`src/rtl/maze_pkg.sv`:
```
// Shared types and bit positions for the micro-maze autosolver.
package maze_pkg;

  typedef enum logic [1:0] {
    DIR_N = 2'd0,
    DIR_E = 2'd1,
    DIR_S = 2'd2,
    DIR_W = 2'd3
  } dir_t;

  typedef enum logic [2:0] {
    ST_IDLE,
    ST_SAMPLE,
    ST_PRESS,
    ST_RELEASE,
    ST_DONE,
    ST_FAIL
  } state_t;

  localparam int SEG_TOP    = 0;
  localparam int SEG_RIGHT  = 1;
  localparam int SEG_BOTTOM = 3;
  localparam int SEG_LEFT   = 4;
  localparam int SEG_WIN_LO = 6;
  localparam int SEG_WIN_HI = 7;

  localparam int BTN_UP    = 0;
  localparam int BTN_DOWN  = 1;
  localparam int BTN_LEFT  = 2;
  localparam int BTN_RIGHT = 3;

endpackage

```
`src/rtl/maze_dir_select.sv`:
```
// Wall-follower direction choice: right turn, straight, left turn, then back.
module maze_dir_select
  import maze_pkg::*;
(
  input  logic [1:0] heading,
  input  logic [3:0] open_dirs,
  output logic [1:0] dir,
  output logic [3:0] btn
);

  logic [1:0] right_dir;
  logic [1:0] left_dir;
  logic [1:0] back_dir;

  assign right_dir = heading + 2'd1;
  assign left_dir  = heading + 2'd3;
  assign back_dir  = heading + 2'd2;

  always_comb begin
    if (open_dirs[right_dir])      dir = right_dir;
    else if (open_dirs[heading])   dir = heading;
    else if (open_dirs[left_dir])  dir = left_dir;
    else                           dir = back_dir;
  end

  always_comb begin
    btn = 4'b0000;
    case (dir)
      DIR_N:   btn[BTN_UP]    = 1'b1;
      DIR_E:   btn[BTN_RIGHT] = 1'b1;
      DIR_S:   btn[BTN_DOWN]  = 1'b1;
      default: btn[BTN_LEFT]  = 1'b1;
    endcase
  end

endmodule

```
`src/rtl/maze_autosolver.sv`:
```
// Autonomous wall-following player for the micro-maze.
// Optional step budget enabled by defining MAZE_SOLVER_TIMEOUT_EN.
module maze_autosolver
  import maze_pkg::*;
#(
  parameter int SETTLE    = 4,
  parameter int STEP_W    = 10,
  parameter int MAX_STEPS = 1000
) (
  input  logic              clk,
  input  logic              rst_n,
  input  logic              start,
  input  logic [7:0]        seg_in,
  output logic [3:0]        btn_out,
  output logic              busy,
  output logic              done,
  output logic              fail,
  output logic [STEP_W-1:0] steps,
  output logic [1:0]        heading
);

  localparam int CNT_W = $clog2(SETTLE);
  localparam logic [CNT_W-1:0]  CNT_LAST  = CNT_W'(SETTLE - 1);
  localparam logic [STEP_W-1:0] STEPS_MAX = '1;

  state_t            state;
  state_t            state_nx;
  logic [CNT_W-1:0]  cnt;
  logic [CNT_W-1:0]  cnt_nx;
  logic              win;
  logic              all_closed;
  logic [3:0]        open_dirs;
  logic [1:0]        sel_dir;
  logic [3:0]        sel_btn;
  logic              budget_hit;
  logic              unused_seg_bits;

  logic [3:0]        btn_nx;
  logic              busy_nx;
  logic              done_nx;
  logic [STEP_W-1:0] steps_nx;
  logic [1:0]        heading_nx;

  // Open mask is indexed by direction (N, E, S, W); bits 2 and 5 duplicate walls.
  assign open_dirs = {~seg_in[SEG_LEFT], ~seg_in[SEG_BOTTOM],
                      ~seg_in[SEG_RIGHT], ~seg_in[SEG_TOP]};
  assign all_closed      = (open_dirs == 4'b0000);
  assign win             = seg_in[SEG_WIN_HI] & seg_in[SEG_WIN_LO];
  assign unused_seg_bits = seg_in[2] ^ seg_in[5];

  maze_dir_select u_dir_select (
    .heading   (heading),
    .open_dirs (open_dirs),
    .dir       (sel_dir),
    .btn       (sel_btn)
  );

`ifdef MAZE_SOLVER_TIMEOUT_EN
  localparam logic [STEP_W-1:0] STEP_LIMIT = STEP_W'(MAX_STEPS);

  assign budget_hit = (steps >= STEP_LIMIT);

  always_ff @(posedge clk) begin
    if (!rst_n) fail <= 1'b0;
    else        fail <= (state_nx == ST_FAIL);
  end
`else
  localparam int unused_max_steps = MAX_STEPS;

  assign budget_hit = 1'b0;
  assign fail       = 1'b0;
`endif

  always_ff @(posedge clk) begin
    if (!rst_n) begin
      state   <= ST_IDLE;
      cnt     <= '0;
      btn_out <= 4'b0000;
      busy    <= 1'b0;
      done    <= 1'b0;
      steps   <= '0;
      heading <= DIR_E;
    end else begin
      state   <= state_nx;
      cnt     <= cnt_nx;
      btn_out <= btn_nx;
      busy    <= busy_nx;
      done    <= done_nx;
      steps   <= steps_nx;
      heading <= heading_nx;
    end
  end

  always_comb begin
    state_nx = state;
    case (state)
      ST_IDLE, ST_DONE, ST_FAIL: if (start) state_nx = ST_SAMPLE;
      ST_SAMPLE: begin
        if (win)              state_nx = ST_DONE;
        else if (budget_hit)  state_nx = ST_FAIL;
        else if (!all_closed) state_nx = ST_PRESS;
      end
      ST_PRESS:   state_nx = ST_RELEASE;
      ST_RELEASE: if (cnt == CNT_LAST) state_nx = ST_SAMPLE;
      default:    state_nx = ST_IDLE;
    endcase
  end

  // Outputs are computed from the upcoming state so every flag is registered.
  always_comb begin
    btn_nx     = 4'b0000;
    busy_nx    = (state_nx == ST_SAMPLE) || (state_nx == ST_PRESS) ||
                 (state_nx == ST_RELEASE);
    done_nx    = (state_nx == ST_DONE);
    steps_nx   = steps;
    heading_nx = heading;
    cnt_nx     = (state == ST_RELEASE) ? cnt + 1'b1 : '0;
    if ((state == ST_IDLE || state == ST_DONE || state == ST_FAIL) && start) begin
      steps_nx   = '0;
      heading_nx = DIR_E;
    end
    if (state == ST_SAMPLE && state_nx == ST_PRESS) begin
      btn_nx     = sel_btn;
      heading_nx = sel_dir;
      steps_nx   = (steps == STEPS_MAX) ? steps : steps + 1'b1;
    end
  end

endmodule

```
`config.mk`:
```
export PLATFORM = sky130hd
export DESIGN_NAME = maze_autosolver
export DESIGN_NICKNAME = d
export VERILOG_FILES = /design/src/rtl/maze_pkg.sv /design/src/rtl/maze_dir_select.sv /design/src/rtl/maze_autosolver.sv
export SDC_FILE = /design/constraint.sdc
export NUM_CORES = 1
export LEC_CHECK = 0
export BUFFER_PORTS_ARGS = -buffer_cell sky130_fd_sc_hd__buf_2
export CORE_ASPECT_RATIO = 1.75
export CORE_MARGIN = 4
export CORE_UTILIZATION = 49
export CTS_BUF_LIST = sky130_fd_sc_hd__clkbuf_8
export DETAILED_ROUTE_END_ITERATION = 6
export PLACE_DENSITY = 0.78
export RECOVER_POWER = 25
export SLEW_MARGIN = 30
export SYNTH_ARGS = -nofsm -noshare
export SYNTH_HDL_FRONTEND = slang
export SYNTH_SLANG_ARGS = --single-unit
```
`constraint.sdc`:
```
create_clock -name clk -period 1.5 [get_ports clk]
set_input_delay 0.3 -clock clk [delete_from_list [all_inputs] [get_ports clk]]
set_output_delay 0.3 -clock clk [all_outputs]
set_load 0.05 [all_outputs]
```
==> results.txt <==
Arr. time, crit path: 1.65 ns
Clk sinks: 23
Finish-stage setup viols: 0
# rows: 23
Final hold viol count: 0
Dpl cells: 193
Final Skew: 0.00620 ns
Width of the chip: 45.0 µm
F_max: 682 MHz
Io pins: 30
Mean Syn Cell Area: 8.71 µm²
Largest net degree at the start of global routing: 14
Layout area overhead: 28.1%
Port bufs: 26
Peak fanout along the critical path: 3
Data required, critical path: 1.69 ns
Final slew viol count: 0
Max-cap violations: 0
Pleak: 0.000647 µW
Post-Syn Nets: 148
Yosys cell types: 42
H-tree Lvls: 1
Fraction of layout cells with a size suffix above 1: 33.9%
GRT Util Overall: 17.6%
Final Cycle Share: 97.8%
Maximum clock path buffer count: 2
R2R Path Start: steps[1]
M1 GR Usage: 18.6%
CP Class: reg2reg
Initial Util: 51.1%
DR vias/cell: 5.72
Worst VDD drop: 0.000694 V
Fin nets: 188
CP Cell Sequence: ha_4 -> and3_4 -> buf_4 -> and3_1 -> or3_1 -> o211ai_2
Placer's final routability congestion estimate: 0.847
Worst setup SP type: flip-flop
CP max-delay cell: dfxtp_4
Register area: 478 µm²
Total CTS buffers: 3
Status: finished clean
Hold path start: seg_in[6]
Setup crit end kind: flip-flop
GRT busiest layer: met2
Final std cells w/o fill: 199
Initial DRC Count: 18
Ant diodes: 0
Die area: 0.00328 mm²
FFs w/ async S/R, synth: 0%
DRC: 0
Number of global-route vias before repair: 1,135
RSZ-0062 raised after global routing: false
Hold Path Class: in2reg
Filler instances: 199
Post-synth EDFFs: 0
Hold WS: 0.331 ns
Cells after synthesis: 135
Grt met3 use: 2.72%
Worst Tran Pin Value: 0.606 ns
Top_reg_cell synth: dfxtp_1
Synth warnings: 0
Slew headroom: 59.7%
DR pass1 iterations: 6
Via count: 1,138
Wire per inst: 13.2 µm
CTS clk-pin slew, worst paths: 0.08 ns
GRT Residual Overflow: 0
Post-synth top area share: 39.1%
Yosys reg bits: 23
Minimum clock period: 1.47 ns
Max stage delay on crit path: 0.36 ns
Initial antenna violation count: 0
Clk_lat worst skew: 0.26 ns
Mapped cell area: 0.00118 mm²
Met2 Track Usage GR: 32.3%
Post-DP HPWL: 2070 µm
Synth top area cells: dfxtp_1, nand2_1, a31oi_1, nand3_1, and3_1
Area occupied by multi-input gates: 698 µm²
TritonCTS clock tree: built
P per Cell Area: 892 mW/mm²
WL final: 2630 µm
Final ANT Viol Nets: 0
Height of the die: 72.8 µm
Root Driver: clkbuf_8
Core ar.: 0.00230 mm²
Synth area leader: dfxtp_1
Sequential fraction of the synthesis area: 39.1%
First-pass GRT wire length: 4520 µm
Origin of the worst setup path: steps[1]
final cells by class:
type,instances,share of cell area (%)
clock buffer,3,2.74
clock inverter,1,0.332
inverter,6,1.50
multi-input combinational,100,46.3
sequential,23,31.7
tap,25,2.08
timing repair buffer,41,15.3
metal layers:
metal  part of all wire, %  wire, µm
met4                   1.6        42
met1                    38       993
met5                     0         0
met3                   2.9        76
met2                    58      1520
critical path, delay by kind of cell, from the launching register on:
family | cells | cell delay (ns)
compound gates | 1 | 0.06
fa+ha+maj | 1 | 0.15
buf+inv | 1 | 0.14
flops | 1 | 0.36
simple gates | 3 | 0.68
layout by cell type (no fill, tap or decap), types with 2 or more instances in the layout:
cell type and n:
nor3_1 6, o211a_1 2, buf_2 22, nor3b_1 2, o21ai_0 3, nand4_1 3, dfxtp_4 2, a21boi_1 2
and2_1 3, o22ai_1 3, o211ai_1 2, dfxtp_1 13, nand2b_1 5, clkbuf_1 6, nand3b_1 3, xnor2_1 2
buf_4 13, nand3_1 6, nor2b_1 3, and3b_1 2, a21oi_1 6, nand2_1 12, a21o_1 3, clkbuf_8 3
inv_1 6, a31oi_1 7, or3_1 2, and3_1 4, dfxtp_2 8
state kept, by name, indices dropped and copies added, names as in the netlist:
name and flops:
cnt 2, heading 2, done 1, state 3
steps 10, busy 1, btn_out 4
path summary, 6_finish.rpt:
check             slack [ns]  depth (start not counted)        to
setup / recovery        0.03                          6  steps[8]
hold / removal          0.33                          3  state[2]
setup reg to reg        0.03                          6  steps[8]
hold reg to reg         0.44                          1    cnt[0]
synthesized netlist by cell type, types with 3 or more instances:
library cell	number
o22ai_1	3
nor2b_1	3
nand3b_1	3
nand4_1	3
nand2_1	12
a21oi_1	6
a31oi_1	7
nand3_1	7
dfxtp_1	23
nand2b_1	5
and3_1	5
inv_1	6
a21o_1	3
o21ai_0	3
nor3_1	6
and2_1	3
metrics by stage:
| stage | power (µW) | instance area (µm²) | TNS (ns) | setup WS [ns] | utilization [%] |
|---|---|---|---|---|---|
| after global placement | 967 | 1440 | 0 | 0.0232 | 62.7 |
| after floorplan | 886 | 1220 | -0.00320 | -0.00320 | - |
| after global routing | 1410 | 1510 | 0 | 0.00507 | 65.4 |
| after CTS | 1350 | 1490 | 0 | 0.00119 | 64.7 |
| final | 1340 | 1510 | 0 | 0.0336 | 65.4 |
| after detailed placement | 974 | 1440 | 0 | 0.0218 | 62.7 |
what timing repair did:
item	CTS	global route
hold buffers	0	0
setup buffers	0	2
resized for setup	0	3
endpoints found under the setup margin	0	8
power breakdown:
part | total, µW | internal (µW) | switching [µW]
clock | 377 | 185 | 192
combinational | 313 | 115 | 198
sequential | 654 | 633 | 21.8
total | 1340 | 933 | 411
cell families (layout without fill, tap and decap cells):
group / count (synthesis) / in the layout / synth area share [%]
compound gates: 35 / 35 / 20.7
xor+xnor: 2 / 2 / 1.49
fa+ha+maj: 2 / 2 / 2.13
buf+inv: 12 / 51 / 5.00
flops: 23 / 23 / 39.1
other cells: 1 / 1 / 0.319
simple gates: 60 / 60 / 31.2
Power figures use the tool's default switching activity.
